--- src/rtl/fetch_unit.sv ---
// rtl/fetch_unit.sv - instruction fetch front-end; optional static predecode under FETCH_BTFN_PREDICT_EN
module fetch_unit #(
    parameter logic [31:0] RESET_PC = 32'h1eceb000
) (
    input  logic        clk,
    input  logic        rst,
    output logic [31:0] imem_addr,
    output logic [3:0]  imem_rmask,
    input  logic [31:0] imem_rdata,
    input  logic        imem_resp,
    output logic [31:0] iq_pc,
    output logic [31:0] iq_inst,
    output logic [31:0] iq_pc_next,
    output logic        iq_enqueue,
    input  logic        iq_full,
    input  logic        redirect,
    input  logic [31:0] redirect_pc
);

    typedef enum logic [1:0] {
        S_FETCH   = 2'd0,
        S_HOLD    = 2'd1,
        S_DISCARD = 2'd2
    } state_t;

    state_t      state_q, state_d;
    logic [31:0] pc_q, pc_d;
    logic [31:0] hold_inst_q, hold_inst_d;
    logic [31:0] hold_npc_q, hold_npc_d;
    logic [31:0] fetch_npc;

`ifdef FETCH_BTFN_PREDICT_EN
    logic [31:0] imm_j;
    logic [31:0] imm_b;
    logic        is_jal;
    logic        is_back_branch;

    assign imm_j          = {{12{imem_rdata[31]}}, imem_rdata[19:12], imem_rdata[20],
                             imem_rdata[30:21], 1'b0};
    assign imm_b          = {{20{imem_rdata[31]}}, imem_rdata[7], imem_rdata[30:25],
                             imem_rdata[11:8], 1'b0};
    assign is_jal         = (imem_rdata[6:0] == 7'b1101111);
    // Backward-taken / forward-not-taken: only negative branch offsets are followed.
    assign is_back_branch = (imem_rdata[6:0] == 7'b1100011) && imem_rdata[31];

    always_comb begin
        fetch_npc = pc_q + 32'd4;
        if (is_jal) begin
            fetch_npc = pc_q + imm_j;
        end else if (is_back_branch) begin
            fetch_npc = pc_q + imm_b;
        end
    end
`else
    assign fetch_npc = pc_q + 32'd4;
`endif

    assign imem_addr = pc_q;

    always_comb begin
        state_d     = state_q;
        pc_d        = pc_q;
        hold_inst_d = hold_inst_q;
        hold_npc_d  = hold_npc_q;
        imem_rmask  = 4'h0;
        iq_enqueue  = 1'b0;
        iq_pc       = 32'h0;
        iq_inst     = 32'h0;
        iq_pc_next  = 32'h0;

        case (state_q)
            S_FETCH: begin
                imem_rmask = 4'hf;
                if (redirect) begin
                    pc_d    = redirect_pc;
                    state_d = imem_resp ? S_FETCH : S_DISCARD;
                end else if (imem_resp) begin
                    if (!iq_full) begin
                        iq_enqueue = 1'b1;
                        iq_pc      = pc_q;
                        iq_inst    = imem_rdata;
                        iq_pc_next = fetch_npc;
                        pc_d       = fetch_npc;
                    end else begin
                        hold_inst_d = imem_rdata;
                        hold_npc_d  = fetch_npc;
                        state_d     = S_HOLD;
                    end
                end
            end
            S_HOLD: begin
                // pc_q still addresses the buffered instruction while holding.
                if (redirect) begin
                    pc_d    = redirect_pc;
                    state_d = S_FETCH;
                end else if (!iq_full) begin
                    iq_enqueue = 1'b1;
                    iq_pc      = pc_q;
                    iq_inst    = hold_inst_q;
                    iq_pc_next = hold_npc_q;
                    pc_d       = hold_npc_q;
                    state_d    = S_FETCH;
                end
            end
            S_DISCARD: begin
                if (redirect) begin
                    pc_d = redirect_pc;
                end
                if (imem_resp) begin
                    state_d = S_FETCH;
                end
            end
            default: begin
                state_d = S_FETCH;
            end
        endcase

        if (rst) begin
            imem_rmask = 4'h0;
            iq_enqueue = 1'b0;
            iq_pc      = 32'h0;
            iq_inst    = 32'h0;
            iq_pc_next = 32'h0;
        end
    end

    always_ff @(posedge clk) begin
        if (rst) begin
            state_q     <= S_FETCH;
            pc_q        <= RESET_PC;
            hold_inst_q <= 32'h0;
            hold_npc_q  <= 32'h0;
        end else begin
            state_q     <= state_d;
            pc_q        <= pc_d;
            hold_inst_q <= hold_inst_d;
            hold_npc_q  <= hold_npc_d;
        end
    end

endmodule

--- config.mk ---
export PLATFORM = sky130hd
export DESIGN_NAME = fetch_unit
export DESIGN_NICKNAME = d
export VERILOG_FILES = /design/src/rtl/fetch_unit.sv
export SDC_FILE = /design/constraint.sdc
export NUM_CORES = 1
export LEC_CHECK = 0
export ABC_AREA = 1
export CAP_MARGIN = 0
export CELL_PAD_IN_SITES_DETAIL_PLACEMENT = 1
export CELL_PAD_IN_SITES_GLOBAL_PLACEMENT = 1
export CORE_MARGIN = 5
export CORE_UTILIZATION = 32
export DETAILED_ROUTE_END_ITERATION = 8
export PLACE_DENSITY_LB_ADDON = 0.1
export SLEW_MARGIN = 20
export SYNTH_ARGS = -nofsm -noshare
export SYNTH_HDL_FRONTEND = slang
export SYNTH_SLANG_ARGS = --single-unit
--- constraint.sdc ---
create_clock -name clk -period 1.9 [get_ports clk]
set_clock_uncertainty 0.05 [all_clocks]
set_input_delay 0.19 -clock clk [delete_from_list [all_inputs] [get_ports clk]]
set_output_delay 0.19 -clock clk [all_outputs]
set_load 0.05 [all_outputs]
* Word level (Yosys, flattened, before mapping)
Cells that the tools add are included.
Widths: inputs -> output; s select.
** Storage, ports and cells
- Register bits after elaboration :: 98
- Input bits :: 69
- Output and inout port bits :: 133
- Word-level logic and storage cells :: 62
** Operators by class
- Add/sub/neg operators :: 1
- Eq/ne operators :: 8
- Muxes and demuxes :: 43
- Bitwise logic cells :: 1
- Reductions and logical operators :: 5
** Operators by type and width (number)
- $mux 32 :: 23
- $pmux 32 s2 :: 3
- $pmux 32 s3 :: 1
- $add 32x3->32 const B :: 1
- $mux 2 :: 7
- $ne 3x3->1 const B :: 4
- $mux 4 :: 2
- $reduce_and 4->1 :: 2
- $pmux 2 s3 :: 1
- $mux 1 :: 5
- $reduce_and 5->1 :: 1
- $ne 2x2->1 const B :: 2
- $reduce_bool 3->1 :: 1
- $eq 2x1->1 const B :: 1
- $eq 2x2->1 const B :: 1
- $logic_not 2->1 :: 1
- $pmux 1 s2 :: 1
- $not 1->1 :: 1

* Logic depth before layout (Yosys ltp)
- Depth after elaboration :: 6
- Mapped depth :: 15

* Least setup slack after synthesis
Ideal clock, no wire load.
- Kind :: register to output
- From :: register pc_q[3], in the netlist imem_addr[3]
- To :: output port iq_pc_next[28]
- Arrival :: 2.519 ns
- Required time :: 1.660 ns
- Path slack :: -0.859 ns
- Stages on the path, launching flop included :: 10
- Cells stage by stage :: dfxtp_1 ha_1 nand2_2 nor2_4 nand2_4 nor2_4 nand2_1 xor2_1 nand2_1 a21oi_1
** On the way
- Word-level cells in the longest chain between the ends :: 6
** Ends and longest elaborated chain
- from (decl) :: line 27 : logic [31:0] pc_q, pc_d;
- from (signal assigned) :: line 135 : pc_q <= pc_d;
- $add 32x3->32 :: line 55 : assign fetch_npc = pc_q + 32'd4;
- $mux 32 :: line 78 : if (!iq_full) begin
- $mux 32 :: line 77 : end else if (imem_resp) begin
- $mux 32 :: line 74 : if (redirect) begin
- $pmux 32 s2 :: line 71 : case (state_q)
- $mux 32 :: line 118 : if (rst) begin
- to (decl) :: line 13 : output logic [31:0] iq_pc_next,
No other way between the ends.

* Worst setup path after layout
- From :: register pc_q[21], in the netlist imem_addr[21]
- To :: output port iq_pc_next[29]
The elaborated chain is that of the path after synthesis.

==> flow_metrics.py <==
metrics = {
    "cells_and_area": {
        "finish.net_count": 1450,
        "fin_util": 0.718,
        "layout.filler_cells": 2093,
        "syn_to_final_growth_pct": 120,
        "multiInputGateArea_um2": 5670,
        "post_route_cells_drive_above_1_share": 0.492,
        "post-route-cell-area_um2": 14000,
        "final_cell_count_no_fill": 1647,
        "seq_area_um2": 2050,
    },
    "routing": {
        "remaining_drc_errors": 0,
        "wire_per_inst_um": 32.2,
        "drt-total-wl_mm": 53.1,
        "routed-via-count": 10297,
        "initial_drt_pass_iterations": 5,
        "final_antenna_net_count": 0,
        "initialDrtViolationCount": 1067,
        "drt-vias-per-instance": 6.25,
    },
    "timing": {
        "timing.final.crit_share": 1.42,
        "setup-tns-final_ns": -71.79,
        "drv_slew": 0,
        "max_slew_margin": 0.530,
        "setup_viol_count_final": 202,
        "grt_setup_unrepaired": "true",
        "setup_slack_ns": -0.803,
        "final_period_minus_worst_setup_slack_ns": 2.70,
        "finalHoldViolCount": 0,
        "worst_slew_pin_tran_ns": 0.708,
        "holdWs_ns": 0.110,
        "max_clock_freq_ghz": 0.370,
    },
    "global_route": {
        "grt_pass1_wl_mm": 59.7,
        "grt_overflow": 0,
        "grt_start_max_net_pins": 51,
        "groute.usage.overall": 0.342,
        "initial_antenna_violation_count": 0,
        "first_global_vias": 10128,
    },
    "clocking": {
        "ctsLongestPathBuffers": 2,
        "root_buffer": "sky130_fd_sc_hd__clkbuf_16",
        "holdBufCountCts": 0,
        "insertion_delay_ns": 0.38,
        "clock_tree.htree_level_count": 3,
        "cts_tree": "done",
        "tritoncts.num_buffers": 9,
        "clk_pin_slew_worst_paths_ns": 0.08,
        "cts.sinks": 98,
    },
    "setup_path": {
        "path_max_fanout": 6,
        "cp_data_required_time_ns": 1.66,
        "worst_ep_arrival_time_ns": 2.46,
        "worst-setup-path-type": "flip-flop to primary output",
        "worst_setup_path_startpoint": "imem_addr[21]$_SDFFE_PP0P_",
        "timing.rr.start": "state_q[1]$_SDFFE_PP0P_",
        "startpoint_type": "flip-flop",
        "worst_setup_path_end_kind": "primary output",
    },
    "worst_hold_path": {
        "min-delay-start": "rst",
        "worst_hold_path_type": "primary input to flip-flop",
    },
    "die": {
        "floorplan.die.width_um": 151,
        "row_count": 51,
        "floorplan.initialDensity": 0.326,
        "floorplan.core_area_um2": 19500,
        "num_io_pins": 202,
        "die_h_um": 151,
        "die_area_um2": 22800,
    },
    "yosys": {
        "postSynthRegisterBits": 98,
        "asyncSetResetFlopFracSynth": 0,
        "netlist_top_cells_area": "sky130_fd_sc_hd__dfxtp_1, sky130_fd_sc_hd__nand2_1, sky130_fd_sc_hd__nor2_1",
        "synthesis.yosys.warnings": 0,
        "synth_area_per_cell_um2": 6.15,
        "netlist_instances": 1035,
        "synth_ff_type": "sky130_fd_sc_hd__dfxtp_1",
        "synth_fp_nets": 1109,
        "synth_top_area_frac": 0.308,
        "seq_area_frac_synth": 0.308,
        "synth.top_cells.by_count": "sky130_fd_sc_hd__nand2_1, sky130_fd_sc_hd__nor2_1, sky130_fd_sc_hd__a21oi_1",
        "synth_top_area_cell": "sky130_fd_sc_hd__dfxtp_1",
        "synth.most_common_cell": "sky130_fd_sc_hd__nand2_1",
        "post_synth_num_cell_types": 36,
        "post_synth_edffs": 0,
        "netlist_area_um2": 6370,
    },
    "pwr": {
        "power.leakage_nw": 5.92,
        "pwr_density_cell_nw_per_um2": 792,
        "vdd_ir_drop_max_mv": 0.564,
    },
    "flow_run": {
        "max-cap-violations": 0,
    },
    "placed_design": {
        "place_inst": 1553,
        "dp_hpwl_mm": 22.9,
        "buffer_ports.inserted": 201,
        "place.gp.congestion": 0.898,
        "post_dp_cell_area_um2": 11400,
    },
    "outcome": {
        "outcome": "finished with violations",
        "failed_checks": "negative setup slack",
    },
}
==> through the flow <==
step | total power, mW | setup WS, ns
final | 11.1 | -0.803
after detailed placement | 7.15 | -0.410
after CTS | 9.51 | -0.469
after floorplan | 5.20 | -0.283
after global placement | 7.01 | -0.287
after global routing | 11.2 | -0.743
==> where the power goes <==
| part | switching, mW | internal (mW) | total [mW] | leakage (nW) |
|---|---|---|---|---|
| Sequential | 0.428 | 2.37 | 2.80 | 0.812 |
| Clock | 1.09 | 1.04 | 2.13 | 0.156 |
| Combinational | 3.94 | 2.24 | 6.17 | 4.95 |
==> layout make-up <==
type / instances / share of cell area
repair inverters: 1 / 0.000535
diodes: 1 / 0.000178
inverters: 90 / 0.0279
clock inverters: 5 / 0.00348
multi-input cells: 779 / 0.404
flip-flops and latches: 98 / 0.146
well taps: 265 / 0.0236
repair buffers: 397 / 0.375
clock buffers: 11 / 0.0188
==> state kept, by name, indices dropped and copies added (netlist names) <==
register and cells:
state_q 2, imem_addr 32, hold_npc_q 32, hold_inst_q 32
==> critical path: stages, from the launching register on <==
cell and delay, ns:
sky130_fd_sc_hd__dfxtp_2 0.46, sky130_fd_sc_hd__nand2_1 0.21, sky130_fd_sc_hd__nor2_1 0.40, sky130_fd_sc_hd__nand2_1 0.17, sky130_fd_sc_hd__nor2_1 0.18, sky130_fd_sc_hd__nand2_1 0.11, sky130_fd_sc_hd__nand2_1 0.14, sky130_fd_sc_hd__nand3_4 0.10
sky130_fd_sc_hd__a21oi_4 0.16, sky130_fd_sc_hd__buf_12 0.16
==> worst paths after layout <==
kind,to,slack (ns),cells after the start
worst min register to register,hold_inst_q[27]$_SDFFE_PP0P_,0.46,2
worst max register to register,hold_inst_q[30]$_SDFFE_PP0P_,-0.38,12
worst min-delay path,state_q[0]$_SDFFE_PP0P_,0.11,2
worst max-delay path,iq_pc_next[29],-0.80,9
==> layout by cell type (no fill, tap or decap), drive strengths merged, types with 7 or more instances in the layout <==
cell type	instances
nor2	199
a21oi	116
clkdlybuf4s50	74
o21ai	103
xor2	18
dlygate4sd2	11
nand3	35
dlymetal6s2s	7
inv	91
nand2	263
a22oi	18
dfxtp	98
buf	296
clkbuf	19
==> repair_timing <==
item | 4_1_cts | 5_1_grt
gates resized for setup | 147 | 261
gates cloned | 13 | 8
setup endpoints to repair | 112 | 183
pin swaps | 42 | 92
buffers inserted | 37 | 35
==> metal layers <==
layer  vias up  wire [µm]  GRT usage
met5         -          0          0
met4         0       4150      0.150
met3       348       5100     0.0673
met2       855      25100      0.606
met1      5073      18700      0.398
li1       4021          -          -
==> cells by family (layout without fill, tap and decap cells) <==
family | count (synthesis) | after routing | synth area share
compound gates | 254 | 254 | 0.216
xor+xnor | 18 | 18 | 0.0248
fa+ha+maj | 5 | 5 | 0.00983
buf+inv | 158 | 504 | 0.114
flops | 98 | 98 | 0.308
other cells | 0 | 1 | 0
simple gates | 502 | 502 | 0.327
Note: power is estimated with default switching activity, not from simulation.
==> edit 1: new RTL, config.mk and constraints unchanged <==
Re-encode `state_t` (3 states) as one-hot, 3 bits wide.
--- a/src/rtl/fetch_unit.sv
+++ b/src/rtl/fetch_unit.sv
@@ -18,8 +18,8 @@
 );
 
-    typedef enum logic [1:0] {
-        S_FETCH   = 2'd0,
-        S_HOLD    = 2'd1,
-        S_DISCARD = 2'd2
+    typedef enum logic [2:0] {
+        S_FETCH   = 3'b001,
+        S_HOLD    = 3'b010,
+        S_DISCARD = 3'b100
     } state_t;
 
Behaviour: no difference found for any inputs over 4 cycles, from zero or initial values and one cycle with rst high; so few cycles prove little.
==> edit 1 against the unedited design <==
- the flow still finishes with violations (negative setup slack)
- non-clock buffer count fell by 42
- design area fell by 8.5%
- clock power fell by 7%
- via count fell by 12%
- power fell by 27%
- utilization fell by 5.2 points
- sequential cell count rose by 1
- maximum frequency rose by 11%
- wire length fell by 23%
- worst setup slack improved by 0.28 ns
- first-iteration DRC count fell by 44%
- critical endpoint is now iq_pc_next[19]
- area after synthesis fell by 2.4%
==> edit 1: results (changes against the unedited design) <==
[global_routing]
antenna_found_initial=1  ; +1
grt_usage_pct=28.55  ; -5.6 points
grt_pass1_wl_mm=49.62  ; -17%
grt_pass1_vias=8923  ; -12%
grt_start_max_net_pins=52  ; +2.0%

[placed_design]
dp_hpwl_mm=21.04  ; -8.2%
gp_congestion=0.9038  ; +0.63%
place_inst=1527  ; -1.7%
portBuffers=201  ; unchanged

[timing]
finalSetupViolations=114  ; -44%
fin_ws_ns=-0.5271  ; +0.2758 ns
slew_headroom_pct=63.73  ; +11 points
final_hold_viol_count=0  ; unchanged

[setup_path]
crit_fanout=5  ; -1
ff2ff_path_depth=14  ; +2
endpoint=iq_pc_next[19]
crit_slowest_cell=dfxtp_4
r2r_start=imem_addr[11]$_SDFFE_PP0P_
r2r-end=imem_addr[14]$_SDFFE_PP0P_
r2r_slack_ns=-0.20  ; +0.18 ns
max_stage_delay_ns=0.39  ; -0.07 ns
crit_start=imem_addr[13]$_SDFFE_PP1P_

[cts]
clk_path_buf_depth=2  ; unchanged
cts_setup_buffers=27  ; -27%
post_cts_resized=137  ; -6.8%
clk_pin_slew_ns=0.09
cts_max_level=3  ; unchanged

[logic_synthesis]
synthCells=1029  ; -0.58%
netlist_top_cells_count=nand2_1 (242), nor2_1 (223), o21ai_0 (102), dfxtp_1 (99), inv_1 (81)
synthArstFlopShare_pct=0  ; unchanged
ys_top_cells_by_area=dfxtp_1 (32%), nand2_1 (15%), nor2_1 (13%), o21ai_0 (8.2%), a21oi_1 (6.0%)
synth_cell_type_count=30  ; -17%
synth_nets=1099  ; -0.90%
yosysSeqAreaShare_pct=31.90  ; +1.1 points

[run_status]
outcome=complete, but fails checks
violations=negative setup slack

[detailed_routing]
drt_iter0_drc=600  ; -44%
dr_total_vias=9060  ; -12%
routedWlPerCell_um=25.47  ; -21%

[finish]
nNetsFinal=1399  ; -3.5%
drive_above_1_share_pct=43.78  ; -5.5 points
fillers=2188  ; +4.5%
instances_no_fill=1599  ; -2.9%
antenna_cells=0  ; -1

[hold_path]
min_path_cells=3  ; +1
hp-start=rst
min_to=imem_addr[28]$_SDFFE_PP1P_

[power]
leakagePower_nw=5.181  ; -12%
peakVddDrop_v=0.0004806  ; -15%

## edit 1: cell count changes in the layout (fill, tap and decap cells not counted), moves of 12 or more
cell	unedited run	this run
nand2_2	64	39
o21ai_1	39	12
nand2_4	59	16
nand2_1	140	189
buf_4	127	103
nor2_4	55	83
nand3_1	25	37
o21ai_0	57	94
a21oi_4	60	27
nor2_2	16	30
a22oi_2	9	35
## edit 1: per-stage QoR
step	TNS [ns]	hold slack [ns]	util [%]	setup WS (ns)	cell area [um2]
final	-41.31	0.1583	66.56	-0.5271	12830
after global routing	-48.53	0.1731	66.56	-0.6597	12830
after CTS	-30.54	0.1218	62.77	-0.3447	12100
after detailed placement	-24.26	0.4192	56.60	-0.2504	10910
after global placement	-17.18	0.4074	56.60	-0.2065	10910
after floorplan	-6.542	0.3067	-	-0.1896	7076
## edit 1: area by class of cell
cell class | count | share of cell area (%)
repair buffers | 355 | 37.14
multi-input cells | 775 | 39.23
clock buffers | 9 | 1.756
clock inverters | 7 | 0.5462
flip-flops and latches | 99 | 16.02
inverters | 89 | 2.721
well taps | 265 | 2.585
## edit 1: routing by layer
layer	vias up	GRT usage (%)	share of wire (%)
met5	-	0	0.049
met4	2	12.81	6.4
met3	178	6.958	8.4
met2	530	50.32	49
met1	4447	32.64	36
li1	3903	-	-
## edit 1: power by group
group	leakage, nW	switching (W)	internal [W]
logic	4.22	0.00220	0.00132
registers	0.817	0.000265	0.00230
clock network	0.141	0.00106	0.000929
total	5.18	0.00352	0.00455
## edit 1: kinds of logic after synthesis
kind of cell | after synthesis | share of synthesized area, %
DFF | 99 | 31.90
xor gates and xnor gates | 8 | 1.128
adders and majority gates | 1 | 0.2013
buffers and inverters | 155 | 10.89
AOI/OAI and AO/OA | 228 | 20.46
and+or+nand+nor | 538 | 35.42
==> edit 2: new RTL, config.mk and constraints unchanged <==
Without the edit above. Change the parameter `RESET_PC` from 32'h1eceb000 to 32'h171b0400.
--- a/src/rtl/fetch_unit.sv
+++ b/src/rtl/fetch_unit.sv
@@ -1,5 +1,5 @@
 // rtl/fetch_unit.sv - instruction fetch front-end; optional static predecode under FETCH_BTFN_PREDICT_EN
 module fetch_unit #(
-    parameter logic [31:0] RESET_PC = 32'h1eceb000
+    parameter logic [31:0] RESET_PC = 32'h171b0400
 ) (
     input  logic        clk,
Formal check against the unedited RTL: not equivalent (Yosys sat finds a counterexample within 4 cycles, from zero or initial values and one cycle with rst high).
==> edit 2 against the unedited design <==
- the flow still finishes with violations (negative setup slack)
- design area is 0.73% higher
- non-clock buffer count is 4 lower
- area after synthesis is 0.22% higher
- worst setup slack better by 0.023 ns
- sequential share of layout area is 0.097 points lower
- register-to-register slack worse by 0.12 ns
- sequential cell count stayed put
- wire length is 3.3% higher
- first-iteration DRC count is 2.9% lower
- highest routed layer is now met5
- critical path depth stayed put
- maximum frequency is 0.87% higher
- power is 0.99% higher
- clock power is 5% higher
==> edit 2: results (changes against the unedited design) <==
[cts]
clk_pin_slew_ns=0.08  ; about the same
cts.sinks=98  ; unchanged

[timing]
finalSetupViolations=205  ; +1.5%
worst_slew_pin_slew_ns=0.5441  ; -0.1636 ns
setup_tns_ns=-74.51  ; -2.713 ns
fin_ws_ns=-0.7797  ; +0.02324 ns

[power]
leakagePower_nw=5.971  ; +0.88%
powerDensity_nw_per_um2=793.7  ; +0.25%
peakVddDrop_v=0.0005425  ; -3.8%

[setup_path]
r2r_start=state_q[1]$_SDFFE_PP0P_
r2r_slack_ns=-0.50  ; -0.12 ns
max_stage_delay_ns=0.41  ; -0.05 ns
endpoint=iq_pc_next[30]
crit_fanout=5  ; -1
crit_slowest_cell=dfxtp_4
worstPathArrival_ns=2.44  ; -0.02 ns
r2r-end=imem_addr[18]$_SDFFE_PP0P_
ff2ff_path_depth=15  ; +3
crit_start=imem_addr[23]$_SDFFE_PP0P_

[logic_synthesis]
yosysSeqAreaShare_pct=30.75  ; -0.066 points
netlist_top_cells_count=nand2_1 (260), nor2_1 (181), a21oi_1 (116), dfxtp_1 (98), o21ai_0 (98)
synth_compound_area_share_pct=23.53  ; +1.9 points
synth_nets=1127  ; +1.6%
synth_xor_area_share_pct=1.373  ; -1.1 points
synthArstFlopShare_pct=0  ; unchanged
synth.area.mux_share_pct=0  ; unchanged
synth_fa_ha_area_share_pct=0.9804  ; -0.0021 points
ys_top_cells_by_area=dfxtp_1 (31%), nand2_1 (15%), nor2_1 (11%), a21oi_1 (9.1%), o21ai_0 (7.7%)

[finish]
clkCellAreaFrac_pct=2.259  ; +0.028 points
fillers=2073  ; -0.96%
drive_above_1_share_pct=49.82  ; +0.58 points
multiInputCombCellCount=790  ; +1.4%
nonClkBufAreaFrac_pct=36.71  ; -0.84 points
nNetsFinal=1464  ; +0.97%
nonClockInverterCount=98  ; +7.7%
num-nonclk-buffers=393  ; -1.0%
clkbuf_count=12  ; +1
sh_seq_area_pct=14.49  ; -0.097 points
multi_input_area_share_pct=41.08  ; +0.68 points

[placed_design]
dp_hpwl_mm=23.67  ; +3.3%
place_area_um2=11620  ; +1.7%
portBuffers=201  ; unchanged
gp_congestion=0.8979  ; about the same

[run_status]
outcome=complete, but fails checks
violations=negative setup slack

[detailed_routing]
drt_iter0_drc=1036  ; -2.9%
dr.pass1.iters=6  ; +1
routedWlPerCell_um=33.01  ; +2.5%
viasPerCell=6.394  ; +2.3%

[global_routing]
grt_pass1_vias=10240  ; +1.1%
grt_usage_pct=34.95  ; +0.77 points
grt_start_max_net_pins=37  ; -27%
grt_pass1_wl_mm=60.68  ; +1.7%
antenna_found_initial=2  ; +2

[hold_path]
min_path_cells=2  ; unchanged
min_to=state_q[0]$_SDFFE_PP0P_

[edit 2: power by group]
group          internal (W)  switching (W)
registers           0.00238       0.000403
logic               0.00222        0.00398
clock network       0.00120        0.00103
[edit 2: stage by stage]
stage | setup slack [ns] | instances | hold WS [ns]
6_report | -0.7797 | 1661 | 0.07861
5_1_grt | -0.7941 | 1661 | 0.07376
4_1_cts | -0.4832 | 1639 | 0.03589
3_5_place_dp | -0.3109 | 1585 | 0.4197
3_3_place_gp | -0.2513 | 1585 | 0.4077
2_1_floorplan | -0.2893 | 1053 | 0.2905
[edit 2: timing repair]
action / 4_1_cts / 5_1_grt
gates cloned: 11 / 12
gates resized for setup: 206 / 233
setup buffers: 27 / 19
setup endpoints to repair: 185 / 202
pin swaps: 76 / 53
[edit 2: layer usage]
metal,up-vias,part of all wire (%),GRT usage [%]
met5,-,0.024,0
met4,2,10,18.54
met3,428,9.6,4.788
met2,990,47,63.59
met1,5100,33,39.26
li1,4101,-,-
